$ cat config.mk
export PLATFORM = sky130hd
export DESIGN_NAME = jk_bank_ctrl_flat
export DESIGN_NICKNAME = d
export VERILOG_FILES = /design/src/rtl/jk_bank_ctrl_if.sv /design/src/rtl/jk_bank_ctrl.sv /design/src/flat_wrapper.sv
export SDC_FILE = /design/constraint.sdc
export NUM_CORES = 1
export LEC_CHECK = 0
export BUFFER_PORTS_ARGS = -buffer_cell sky130_fd_sc_hd__buf_2
export CELL_PAD_IN_SITES_DETAIL_PLACEMENT = 0
export CELL_PAD_IN_SITES_GLOBAL_PLACEMENT = 1
export CORE_ASPECT_RATIO = 0.9
export CORE_MARGIN = 10
export CORE_UTILIZATION = 37
export DETAILED_ROUTE_END_ITERATION = 10
export PLACE_DENSITY = 0.84
export SYNTH_ARGS = -nofsm -noshare
export SYNTH_HDL_FRONTEND = slang
export SYNTH_SLANG_ARGS = --single-unit
$ cat constraint.sdc
create_clock -name clk -period 4.4 [get_ports clk]
set_clock_uncertainty 0.2 [all_clocks]
set_input_delay 0.88 -clock clk [delete_from_list [all_inputs] [get_ports clk]]
set_output_delay 0.88 -clock clk [all_outputs]
set_load 0.02 [all_outputs]
$ cat src/rtl/jk_bank_ctrl_if.sv
// Command handshake and JK bank connection bundle for jk_bank_ctrl.
// The master side is the host plus the flip-flop bank; the slave side is the controller.
interface jk_bank_ctrl_if #(
   parameter int N  = 4,
   parameter int CW = 8
);
   logic          cmd_valid;
   logic          cmd_ready;
   logic [2:0]    cmd_op;
   logic [N-1:0]  cmd_arg;
   logic [CW-1:0] cmd_steps;
   logic [N-1:0]  q;
   logic [N-1:0]  j;
   logic [N-1:0]  k;
   logic          busy;
   logic          done;
   logic [CW-1:0] steps_left;

   modport master (
      output cmd_valid, cmd_op, cmd_arg, cmd_steps, q,
      input  cmd_ready, j, k, busy, done, steps_left
   );

   modport slave (
      input  cmd_valid, cmd_op, cmd_arg, cmd_steps, q,
      output cmd_ready, j, k, busy, done, steps_left
   );
endinterface

$ cat src/rtl/jk_bank_ctrl.sv
// Sequencer that drives a bank of JK flip-flops for a programmed number of edges.
// Supports load, set, clear, masked toggle and synchronous up/down counting.
module jk_bank_ctrl #(
   parameter int N  = 4,
   parameter int CW = 8
) (
   input logic           clk,
   input logic           rst,
   jk_bank_ctrl_if.slave bus
);

   typedef enum logic [1:0] {
      IDLE,
      RUN,
      DONE
   } state_t;

   state_t        r_state;
   state_t        w_nextState;
   logic [2:0]    r_op;
   logic [N-1:0]  r_arg;
   logic [CW-1:0] r_stepsLeft;
   logic          w_accept;
   logic [CW-1:0] w_effSteps;
   logic [N-1:0]  w_upEn;
   logic [N-1:0]  w_dnEn;
   logic [N-1:0]  w_j;
   logic [N-1:0]  w_k;
   logic          w_ready;
   logic          w_done;

   assign w_accept = (r_state == IDLE) && bus.cmd_valid;

   // Only the toggle/count ops repeat; a zero step count still runs one edge.
   always_comb begin
      w_effSteps = CW'(1);
      if ((bus.cmd_op == 3'd3 || bus.cmd_op == 3'd4 || bus.cmd_op == 3'd5) &&
          (bus.cmd_steps != '0)) begin
         w_effSteps = bus.cmd_steps;
      end
   end

   // Ripple-style synchronous counter enables taken straight from live q.
   assign w_upEn[0] = 1'b1;
   assign w_dnEn[0] = 1'b1;
   for (genvar gi = 1; gi < N; gi++) begin : g_cnt
      assign w_upEn[gi] = &bus.q[gi-1:0];
      assign w_dnEn[gi] = ~|bus.q[gi-1:0];
   end

   always_ff @(posedge clk) begin
      if (rst) begin
         r_state     <= IDLE;
         r_op        <= '0;
         r_arg       <= '0;
         r_stepsLeft <= '0;
      end else begin
         r_state <= w_nextState;
         if (w_accept) begin
            r_op        <= bus.cmd_op;
            r_arg       <= bus.cmd_arg;
            r_stepsLeft <= w_effSteps;
         end else if (r_state == RUN) begin
            r_stepsLeft <= r_stepsLeft - CW'(1);
         end
      end
   end

   always_comb begin
      w_nextState = r_state;
      w_ready     = 1'b0;
      w_done      = 1'b0;
      w_j         = '0;
      w_k         = '0;
      case (r_state)
         IDLE: begin
            w_ready = 1'b1;
            if (w_accept) begin
               w_nextState = RUN;
            end
         end
         RUN: begin
            if (r_stepsLeft == CW'(1)) begin
               w_nextState = DONE;
            end
            case (r_op)
               3'd1: begin
                  w_j = r_arg;
                  w_k = ~r_arg;
               end
               3'd2: w_k = '1;
               3'd3: begin
                  w_j = r_arg;
                  w_k = r_arg;
               end
               3'd4: begin
                  w_j = w_upEn;
                  w_k = w_upEn;
               end
               3'd5: begin
                  w_j = w_dnEn;
                  w_k = w_dnEn;
               end
               3'd6: w_j = '1;
               default: begin
                  w_j = '0;
                  w_k = '0;
               end
            endcase
         end
         DONE: begin
            w_done      = 1'b1;
            w_nextState = IDLE;
         end
         default: w_nextState = IDLE;
      endcase
   end

   assign bus.cmd_ready  = w_ready;
   assign bus.done       = w_done;
   assign bus.busy       = (r_state != IDLE);
   assign bus.j          = w_j;
   assign bus.k          = w_k;
   assign bus.steps_left = r_stepsLeft;

endmodule
$ cat src/flat_wrapper.sv
// flat-port wrapper written by rule: the top's interface ports become plain ports
module jk_bank_ctrl_flat 
#(
   parameter int N  = 4,
   parameter int CW = 8
)
  (clk, rst, bus_cmd_valid, bus_cmd_op, bus_cmd_arg, bus_cmd_steps, bus_q, bus_cmd_ready, bus_j, bus_k, bus_busy, bus_done, bus_steps_left);
  jk_bank_ctrl_if #(.N(N), .CW(CW)) bus_i ();
  input logic clk;
  input logic rst;
  input wire logic [$bits(bus_i.cmd_valid)-1:0] bus_cmd_valid;
  input wire logic [$bits(bus_i.cmd_op)-1:0] bus_cmd_op;
  input wire logic [$bits(bus_i.cmd_arg)-1:0] bus_cmd_arg;
  input wire logic [$bits(bus_i.cmd_steps)-1:0] bus_cmd_steps;
  input wire logic [$bits(bus_i.q)-1:0] bus_q;
  output wire logic [$bits(bus_i.cmd_ready)-1:0] bus_cmd_ready;
  output wire logic [$bits(bus_i.j)-1:0] bus_j;
  output wire logic [$bits(bus_i.k)-1:0] bus_k;
  output wire logic [$bits(bus_i.busy)-1:0] bus_busy;
  output wire logic [$bits(bus_i.done)-1:0] bus_done;
  output wire logic [$bits(bus_i.steps_left)-1:0] bus_steps_left;
  assign bus_i.cmd_valid = bus_cmd_valid;
  assign bus_i.cmd_op = bus_cmd_op;
  assign bus_i.cmd_arg = bus_cmd_arg;
  assign bus_i.cmd_steps = bus_cmd_steps;
  assign bus_i.q = bus_q;
  assign bus_cmd_ready = bus_i.cmd_ready;
  assign bus_j = bus_i.j;
  assign bus_k = bus_i.k;
  assign bus_busy = bus_i.busy;
  assign bus_done = bus_i.done;
  assign bus_steps_left = bus_i.steps_left;
  jk_bank_ctrl #(.N(N), .CW(CW)) u_core (.clk(clk), .rst(rst), .bus(bus_i));
endmodule
Word-level counts from Yosys, hierarchy flattened
Index checks and enable logic that the tools add are counted.
W data, S select, Z words.

word-level totals
  output and inout bits = 19
  bits in registers = 17

cells by class
  muxes and demuxes = 12
  bitwise logic cells = 1
  reduce and logical (&&, ||, !) cells = 17
  add/sub/neg operators = 1
  equal/unequal tests = 14

operators with widths
  operator               number
  $mux W8                3
  $pmux W4 S5            1
  $pmux W4 S4            1
  $eq A3 B3 Y1 const B   5
  $eq A3 B2 Y1 const B   3
  $eq A8 B1 Y1 const B   1
  $mux W4                2
  $reduce_bool A8 Y1     1
  $sub A8 B1 Y8 const B  1
  $mux W2                2
  $not A4 Y4             1
  $pmux W2 S2            1
  $reduce_and A2 Y1      2
  $reduce_bool A2 Y1     2
  $reduce_or A2 Y1       2
  $eq A3 B1 Y1 const B   1
  $logic_not A1 Y1       3
  $reduce_and A3 Y1      1
  $reduce_or A3 Y1       1
  $eq A2 B1 Y1 const B   1
  $eq A2 B2 Y1 const B   1
  $logic_and A1 B1 Y1    2
  $logic_not A2 Y1       1
  $logic_or A1 B1 Y1     2
  other kinds (3)        4

Longest topological paths before layout
Gate-level depths: netlist (run 1).

  depth after elaboration = 6
  gate-level depth with buffers = 6

Worst setup path before layout (run 1)
OpenSTA, ideal clock, no wires.

  path kind = in2out
  from = input bus_q[1]
  to = output bus_k[3]
  buffers on the path = 0
  stages = 3
  arrival time = 2.156 ns
  setup slack = 1.164 ns
  data required time = 3.320 ns
  cell sequence = or4_1 a21o_1 a211oi_1

on the way
  word-level cells in the longest chain between the ends = 4

ends and longest elaborated chain
  item              line                RTL
  from (decl)       flat_wrapper.sv:15  input wire logic [$bits(bus_i.q)-1:0] bus_q;
  $reduce_or A3 Y1  jk_bank_ctrl.sv:48  assign w_dnEn[gi] = ~|bus.q[gi-1:0];
  $logic_not A1 Y1  jk_bank_ctrl.sv:48
  $pmux W4 S5 (*)   jk_bank_ctrl.sv:86  case (r_op)
  $mux W4 (*)       jk_bank_ctrl.sv:75  case (r_state)
  to (decl)         flat_wrapper.sv:18  output wire logic [$bits(bus_i.k)-1:0] bus_k;

Every way passes the cells marked *; elsewhere a longest branch is shown, timed or not.

Worst setup path in the final report (run 1)
  from = register u_core.r_op[0]
  to = output bus_j[3]

on the way
  word-level cells in the longest chain between the ends = 4

ends and longest elaborated chain
  item                                                 line                RTL
  from (decl)                                          jk_bank_ctrl.sv:20  logic [2:0] r_op;
  from (signal assigned)                               jk_bank_ctrl.sv:60  r_op <= bus.cmd_op;
  $eq A3 B1 Y1 / $eq A3 B2 Y1 (equally long branches)  jk_bank_ctrl.sv:86
  $reduce_or A2 Y1 (no line)                           --
  $pmux W4 S4 (*)                                      jk_bank_ctrl.sv:86
  $mux W4 (*)                                          jk_bank_ctrl.sv:75
  to (decl)                                            flat_wrapper.sv:17  output wire logic [$bits(bus_i.j)-1:0] bus_j;

Marked as above.

==> results of run 1 <==
synth_stat cells (3+ instances only):
| cell type | number |
|---|---|
| xor2_1 | 3 |
| buf_2 | 3 |
| clkbuf_1 | 6 |
| or3_1 | 3 |
| inv_1 | 4 |
| nor4_1 | 3 |
| nand2b_1 | 3 |
| nor3b_1 | 3 |
| xnor2_1 | 5 |
| nor3_1 | 6 |
| dfxtp_1 | 17 |
| a21oi_1 | 17 |
| nor2_1 | 14 |
| nand2_1 | 19 |
| a211oi_1 | 7 |
worst max-delay path by stage:
stage | start | endpoint | slack [ns] | depth (start not counted)
after floorplan | bus_q[1] | bus_k[3] | 1.16 | 3
after CTS | u_core.r_op[0]$_SDFFE_PP0P_ | bus_j[3] | 1.07 | 5
after global placement | bus_q[1] | bus_j[3] | 1.19 | 5
after global routing | u_core.r_op[0]$_SDFFE_PP0P_ | bus_j[3] | 0.96 | 5
after detailed placement | bus_q[1] | bus_j[3] | 1.17 | 5
final | u_core.r_op[0]$_SDFFE_PP0P_ | bus_j[3] | 1.09 | 5
layout make-up:
| cell class | count | area share (%) |
|---|---|---|
| well taps | 42 | 3.80 |
| repair buffers | 39 | 14.1 |
| clock buffers | 4 | 1.90 |
| multi-input cells | 118 | 54.2 |
| inverters | 5 | 1.36 |
| flip-flops and latches | 17 | 24.6 |
kinds of logic after synthesis:
family	after synthesis
fa+ha+maj	2
compound gates	43
simple gates	64
flops	17
buf+inv	14
xor+xnor	8
mux	1
worst register-to-register path, stage by stage (launching register included):
cell and delay (ns):
dfxtp_1 0.38, or3b_1 0.65, a21oi_4 0.36, a21oi_1 0.12, a211oi_1 0.22
cells in the final DEF, fill, tap and decap left out, types with 2 or more instances in the layout:
cell and instances:
o21ai_0 2, xnor2_1 5, or3_1 3, a221oi_1 2, or2_2 2, o21bai_1 2
nand3b_1 2, o31ai_1 2, clkbuf_4 3, buf_2 39, a211oi_1 7, ha_1 2
inv_1 4, dfxtp_1 17, nor3_1 6, nor2_1 14, nand2_1 19, a21o_1 2
a21oi_1 17, nor3b_1 3, nor4_1 3, nand2b_1 3, xor2_1 3
registers in the layout, summed over array words and instances, names as in the netlist:
signal                 count
u_core.bus.steps_left      8
u_core.r_arg               4
u_core.r_op                3
u_core.r_state             2
metal layers:
| metal | share of wire (%) | GRT usage, % | vias to the layer above |
|---|---|---|---|
| met3 | 4.3 | 3.82 | 2 |
| met2 | 50 | 20.7 | 24 |
| li1 | - | - | 604 |
| met1 | 45 | 13.5 | 591 |
| met5 | 0 | 0 | - |
| met4 | 0.31 | 1.99 | 0 |
power by group:
| part | total (mW) | switching [mW] | internal [mW] | leakage, nW |
|---|---|---|---|---|
| Combinational | 0.168 | 0.0960 | 0.0717 | 0.420 |
| Clock | 0.0859 | 0.0507 | 0.0352 | 0.0150 |
| Sequential | 0.197 | 0.0270 | 0.170 | 0.140 |
==> flow_metrics.tcl, run 1 <==
set metrics [dict create \
    yosysTopAreaCell "dfxtp_1" \
    ys_types 43 \
    synthCells 149 \
    hp-class "reg -> reg" \
    wl_per_cell_microns 14.4 \
    dieArea_sq_um 5730 \
    holdWs_ns 0.282 \
    synth_xor_area_share_pct 6.11 \
    dp_worst_setup_slack_ns 1.17 \
    hp-start "u_core.r_arg[3]$_SDFFE_PP0P_" \
    nets 208 \
    clock_sinks 17 \
    slew_viol_final 0 \
    crit_type "reg -> out" \
    syn-cell-area_sq_um 1150 \
    reg2reg_depth 4 \
    holdPathStages 2 \
    synthTopCellsByArea "dfxtp_1 30%, a21oi_1 7.4%, nand2_1 6.2%, a211oi_1 4.6%, nor2_1 4.6%" \
    p_leak_nw 0.576 \
    path_clk_slew_ns 0.10 \
    cp_top_family "flip-flops" \
    synth_fa_ha_area_share_pct 2.18 \
    cp_max_fo 14 \
    vias_per_cell 5.43 \
    grt_pass1_wl_microns 5520 \
    synth_top_family_by_area "simple AND/OR/NAND/NOR gates" \
    grt_max_degree 19 \
    cp_slowest_cell "dfxtp_1" \
    diodes 0 \
    ir_drop_mv 0.174 \
    worst_ep_required_time_ns 3.32 \
    syn_nets 173 \
    place_inst 221 \
    timing_hold_violations_final 0 \
    final_util_pct 45.8 \
    row_count 19 \
    reg2reg_to "u_core.bus.steps_left[1]$_SDFFE_PP0P_" \
    wirelength_microns 3240 \
    yosysSeqAreaShare_pct 29.7 \
    antenna_found_initial 0 \
    clock_path_buffers 2 \
    postLayoutCellArea_sq_um 1380 \
    drive_above_1_share_pct 29.0 \
    seq_area_sq_um 340 \
    r2r_setup_slack_ns 2.38 \
    grt_pass1_vias 1199 \
    cts-resized-gates 0 \
    die_h_microns 72.8 \
    startpoint_type "register" \
    fmax_mhz 302 \
    vias 1221 \
    ys_seq_elements 17 \
    drt_pass1_iterations 4 \
    syn2layout_area_growth_pct 20.6 \
    synth-async-reset-ratio_pct 0 \
    synth_ff_type "dfxtp_1" \
    drt_iter0_markers 70 \
    placed_cell_area_sq_um 1360 \
    period_share_pct 75.3 \
    place.gp.congestion 0.754 \
    numCtsBuffers 3 \
    synth_top_area_share_pct 29.7 \
    rsz0062_at_grt "false" \
    maxSlewHeadroom_pct 54.9 \
    grt_remaining_overflow 0 \
    r2r_start "u_core.r_state[1]$_SDFFE_PP0P_" \
    postRouteAntennaNets 0 \
    coreArea_sq_um 3020 \
    io_buffers 39 \
    grt_usage_pct 11.7 \
    fillers 323 \
    holdPathEnd "u_core.r_arg[3]$_SDFFE_PP0P_" \
    worstSkewPairLatency_ns 0.29 \
    worstPathCellList "inv_2, or4_1, a21o_1, a311oi_2, buf_2" \
    synth_compound_area_share_pct 27.2 \
    avgSynthCellArea_sq_um 7.70 \
    multi_input_area_sq_um 751 \
    synth_mux_area_share_pct 0.981 \
    cp_num_buf_inv 2 \
    setup_violations 0 \
    cts_tree "yes" \
    htree_levels 1 \
    cpPeakStageDelay_ns 0.64 \
    cap_violations 0 \
    layout.cells.non_filler 225 \
    synth_edf_count 0 \
    hold_buffers 0 \
    io-pin-count 41 \
    drc 0 \
    power_mw 0.451 \
    worst_pin_slew_ns 0.674 \
    endpoint_kind "output port" \
    status "complete, no violations" \
    fin_ws_ns 1.09 \
    place_hpwl_microns 2460 \
    die_width_microns 78.7 \
    fin_setup_tns_ns 0 \
    initial_core_util_pct 38.0 \
    postCtsSetupBuffers 0 \
    timing.final.crit_period_ns 3.31 \
    cp_data_arrival_time_ns 2.23 \
    cts_root_buf "clkbuf_4" \
    synthSimpleGateAreaFrac_pct 29.0 \
    powerDensity_nw_per_um2 326 \
    synth-warning-count 0 \
]
Note: power is estimated with default switching activity, not from simulation.
==> run 2, diff against run 1 <==
Settings changed: CORE_UTILIZATION 37 to 31, PLACE_DENSITY 0.84 to 0.76.
Clock period 4.4 ns to 2.8 ns, I/O delays scaled along.
==> run 2 against run 1 <==
  * Non-clock buffer count up 4
  * Sequential share of layout area down 0.81 points
  * Die area up 14%
  * Final cell count up 2.7%
  * Global-route usage down 1.7 points
  * Largest cell class unchanged
  * Clock power up 120%
  * Critical path type unchanged
  * Critical endpoint is now bus_j[2]
  * Flip-flop and latch count unchanged
  * Core utilization down 4.5 points
==> flow_metrics.tcl, run 2 (synthesized netlist as in run 1, its figures left out) <==
set metrics [dict create \
    status "complete, no violations" \
    cts_root_buf "clkbuf_8" \
    numCtsBuffers 3 \
    period_share_pct 95.5 \
    cp_max_fo 10 \
    nets 212 \
    diodes 0 \
    cp_data_arrival_time_ns 1.91 \
    setup_violations 0 \
    wirelength_microns 3280 \
    powerDensity_nw_per_um2 535 \
    largest_reg_flops 8 \
    path_clk_slew_ns 0.07 \
    worst_pin_slew_ns 0.604 \
    startpoint_type "register" \
    htree_levels 1 \
    grt_usage_pct 9.94 \
    die_h_microns 77.7 \
    holdPathStages 2 \
    postRouteAntennaNets 0 \
    drive_above_1_share_pct 31.0 \
    dieArea_sq_um 6540 \
    initial_core_util_pct 33.0 \
    grt_remaining_overflow 0 \
    grt_pass1_wl_microns 5530 \
    cp_slowest_cell "or3b_2" \
    cts_tree "yes" \
    die_width_microns 84.1 \
    cp_top_family "simple AND/OR/NAND/NOR gates" \
    cpPeakStageDelay_ns 0.44 \
    grt_pass1_vias 1184 \
    p_leak_nw 0.604 \
    r2r_setup_slack_ns 0.99 \
    worstSkewPairLatency_ns 0.25 \
    fin_setup_tns_ns 0 \
    fillers 389 \
    clock_path_buffers 2 \
    io-pin-count 41 \
    drc 0 \
    vias_per_cell 5.15 \
    worstPathCellList "buf_4, or3b_2, a21o_1, a31o_2, nor2_1, buf_2" \
    wl_per_cell_microns 14.2 \
    crit_type "reg -> out" \
    ir_drop_mv 0.263 \
    vias 1189 \
    endpoint_kind "output port" \
    cp_num_buf_inv 2 \
    syn2layout_area_growth_pct 25.2 \
    place.gp.congestion 0.742 \
    dp_worst_setup_slack_ns 0.202 \
    timing.final.crit_period_ns 2.67 \
    timing_hold_violations_final 0 \
    final_cell_mix "39 x buf_2, 19 x nand2_1, 17 x a21oi_1" \
    slew_viol_final 0 \
    antenna_found_initial 0 \
    cp_num_cells 6 \
    reg2reg_depth 4 \
    grt_max_degree 19 \
    cap_violations 0 \
    r2r_start "u_core.r_state[0]$_SDFFE_PP0P_" \
    hp-start "u_core.r_arg[1]$_SDFFE_PP0P_" \
    postCtsSetupBuffers 0 \
    coreArea_sq_um 3480 \
    worst_ep_required_time_ns 2.04 \
    place_hpwl_microns 2550 \
    drt_iter0_markers 47 \
    drt_pass1_iterations 6 \
    rsz0062_at_grt "false" \
    clock_sinks 17 \
    io_buffers 39 \
    reg2reg_to "u_core.bus.steps_left[6]$_SDFFE_PP0P_" \
    fin_ws_ns 0.125 \
    maxSlewHeadroom_pct 59.7 \
    hp-class "reg -> reg" \
    row_count 20 \
    holdPathEnd "u_core.r_arg[1]$_SDFFE_PP0P_" \
    fmax_mhz 374 \
    mostFrequentLayoutCell "buf_2" \
]
run 2: cell types whose count changed in the layout (fill, tap and decap cells not counted), sizes merged:
cell,delta
buf,+4
run 2: worst max path at each step:
stage / start / to / slack [ns]
6_report: u_core.r_op[0]$_SDFFE_PP0P_ / bus_j[2] / 0.13
5_1_grt: u_core.r_op[0]$_SDFFE_PP0P_ / bus_j[2] / 0.02
4_1_cts: u_core.r_op[0]$_SDFFE_PP0P_ / bus_j[2] / 0.05
3_5_place_dp: bus_q[1] / bus_j[3] / 0.20
3_3_place_gp: bus_q[1] / bus_j[3] / 0.22
2_1_floorplan: bus_q[1] / bus_k[3] / 0.20
run 2: metal layers:
layer / wire, microns / global-route usage, %
met3: 124 / 3.03
met5: 0 / 0
met2: 1600 / 17.0
met4: 38 / 3.01
met1: 1520 / 11.6
run 2: tightest hold or removal path: cells and delay by family, from the launching register on:
kind	cells	cell delay, ns
flip-flops	1	0.32
AO/OA/AOI/OAI	1	0.05
AND/OR/NAND/NOR	1	0.05
run 2: stage by stage:
step	util [%]	power, mW	std cells	hold slack (ns)	instance area [sq um]
6_report	41.3	0.768	231	0.274	1440
5_1_grt	41.3	0.826	231	0.296	1440
4_1_cts	41.3	0.777	231	0.274	1440
3_5_place_dp	40.0	0.589	227	0.265	1390
3_3_place_gp	40.0	0.584	227	0.257	1390
2_1_floorplan	-	0.501	149	0.245	1150
run 2: what timing repair did:
action                     4_1_cts  5_1_grt
hold endpoints to repair         0        0
gates resized for setup          0        1
setup endpoints to repair        0        4
hold buffers                     0        0
run 2: cell type report:
class                           count  area (sq um)  area share (%)
Timing Repair Buffer               43           225            15.7
Clock buffer                        4          45.0            3.14
Inverter                            5          18.8            1.31
Sequential cell                    17           342            23.8
Tap cell                           44          55.1            3.83
Multi-Input combinational cell    118           751            52.3
run 2: where the power goes:
part / switching [mW] / total [mW] / internal, mW
combinational: 0.157 / 0.276 / 0.119
sequential: 0.0393 / 0.307 / 0.268
clock: 0.0838 / 0.185 / 0.101
total: 0.280 / 0.768 / 0.488
==> run 3, diff against run 2 <==
Settings changed: CAP_MARGIN set to 5.
Clock period 2.8 ns to 2.45 ns, I/O delays scaled along.
==> run 3 against run 2 <==
  * Via count up 2.6%
  * Combinational power up 19%
  * Critical path type is now in -> out
  * Hold slack better by 0.0016 ns
  * Routed wire length up 2.8%
  * Setup slack worse by 0.066 ns
==> flow_metrics.tcl, run 3 (synthesized netlist as in run 1, its figures left out) <==
set metrics [dict create \
    status "complete, no violations" \
    crit_path_start "bus_q[1]" \
    startpoint_type "input pin" \
    postRouteAntennaNets 0 \
    drt_pass1_iterations 4 \
    cap_violations 0 \
    powerDensity_nw_per_um2 598 \
    diodes 0 \
    grt_pass1_wl_microns 5770 \
    maxSlewHeadroom_pct 62.4 \
    antenna_found_initial 0 \
    worstPathCellList "buf_2, or3b_2, a21o_1, a31o_2, nor2_1, buf_4" \
    drc 0 \
    vias 1220 \
    dieArea_sq_um 6540 \
    mostFrequentLayoutCell "buf_2" \
    cp_max_fo 4 \
    die_h_microns 77.7 \
    postLayoutCellArea_sq_um 1480 \
    syn2layout_area_growth_pct 28.7 \
    cts_tree "yes" \
    holdWs_ns 0.275 \
    timing_hold_violations_final 0 \
    grt_pass1_vias 1253 \
    cp_data_arrival_time_ns 1.70 \
    grt_remaining_overflow 0 \
    place.gp.congestion 0.774 \
    clock_sinks 17 \
    htree_levels 1 \
    cp_num_buf_inv 2 \
    path_clk_slew_ns 0.06 \
    p_leak_nw 0.622 \
    worstSkewPairLatency_ns 0.25 \
    drive_above_1_share_pct 33.2 \
    hp-class "reg -> reg" \
    cp_top_family "simple AND/OR/NAND/NOR gates" \
    place_inst 230 \
    io-pin-count 41 \
    ir_drop_mv 0.464 \
    io_buffers 39 \
    fin_setup_tns_ns 0 \
    rsz0062_at_grt "false" \
    largest_reg_flops 8 \
    setup_violations 0 \
    power_mw 0.883 \
    row_count 20 \
    vias_per_cell 5.21 \
    initial_core_util_pct 33.0 \
    grt_usage_pct 10.3 \
    fmax_mhz 418 \
    wl_per_cell_microns 14.4 \
    hp-start "u_core.r_arg[2]$_SDFFE_PP0P_" \
    worst_pin_slew_ns 0.562 \
    worst_ep_required_time_ns 1.76 \
    hold_buffers 0 \
    drt_iter0_markers 83 \
    postCtsSetupBuffers 0 \
    fin_ws_ns 0.0595 \
    endpoint_kind "output port" \
    cp_slowest_cell "or3b_2" \
    slew_viol_final 0 \
    place_hpwl_microns 2630 \
    fillers 359 \
    crit_type "in -> out" \
    placed_cell_area_sq_um 1420 \
    layout.cells.non_filler 234 \
    final_cell_mix "36 x buf_2, 19 x nand2_1, 17 x a21oi_1" \
    final_util_pct 42.4 \
    numCtsBuffers 3 \
    grt_max_degree 19 \
    r2r_start "u_core.r_state[1]$_SDFFE_PP0P_" \
    nets 215 \
    cts_root_buf "clkbuf_8" \
    cpPeakStageDelay_ns 0.45 \
    timing.final.crit_period_ns 2.39 \
    dp_worst_setup_slack_ns -0.0164 \
    die_width_microns 84.1 \
    period_share_pct 97.6 \
    clock_path_buffers 2 \
    coreArea_sq_um 3480 \
    wirelength_microns 3380 \
]
[run 3: cell count changes in the layout (fill, tap and decap cells not counted)]
cell | previous run | this run
buf_2 | 39 | 36
a211oi_2 | 0 | 1
nor3b_2 | 1 | 2
nor3b_1 | 3 | 2
buf_4 | 4 | 10
a211oi_1 | 7 | 6
[run 3: layout make-up]
| class | instances | area, sq um | share of cell area, % |
|---|---|---|---|
| multi-input combinational | 118 | 761 | 51.5 |
| sequential | 17 | 342 | 23.1 |
| timing repair buffer | 46 | 255 | 17.3 |
| inverter | 5 | 18.8 | 1.27 |
| clock buffer | 4 | 45.0 | 3.05 |
| tap | 44 | 55.1 | 3.73 |
[run 3: timing repair]
action	in CTS	in global routing
resized for setup	3	2
pin swaps	4	0
endpoints found under the setup margin	2	2
[run 3: path summary, 6_finish.rpt]
path	cells after the start	end	slack, ns
hold / removal	2	u_core.r_arg[2]$_SDFFE_PP0P_	0.28
hold reg to reg	2	u_core.r_arg[2]$_SDFFE_PP0P_	0.28
setup reg to reg	4	u_core.bus.steps_left[6]$_SDFFE_PP0P_	0.50
setup / recovery	6	bus_j[2]	0.06
[run 3: worst reg2reg max path, stage by stage, from the launching register on]
cell and delay [ns]:
dfxtp_1 0.37, or3b_1 0.61, a21oi_4 0.33, nand2_1 0.11, a211oi_1 0.25
[run 3: routing by layer]
metal	share of wire (%)	routed length (microns)	track usage, %	vias to the layer above
met5	0	0	0	-
met4	1.1	36	3.34	0
met3	5.8	195	3.24	2
met2	50	1690	18.0	30
met1	43	1450	11.5	572
li1	-	-	-	616
[run 3: power breakdown]
| group | switching, mW | internal, mW |
|---|---|---|
| Sequential | 0.0423 | 0.306 |
| Combinational | 0.185 | 0.143 |
| Clock | 0.0918 | 0.115 |
| Total | 0.319 | 0.564 |
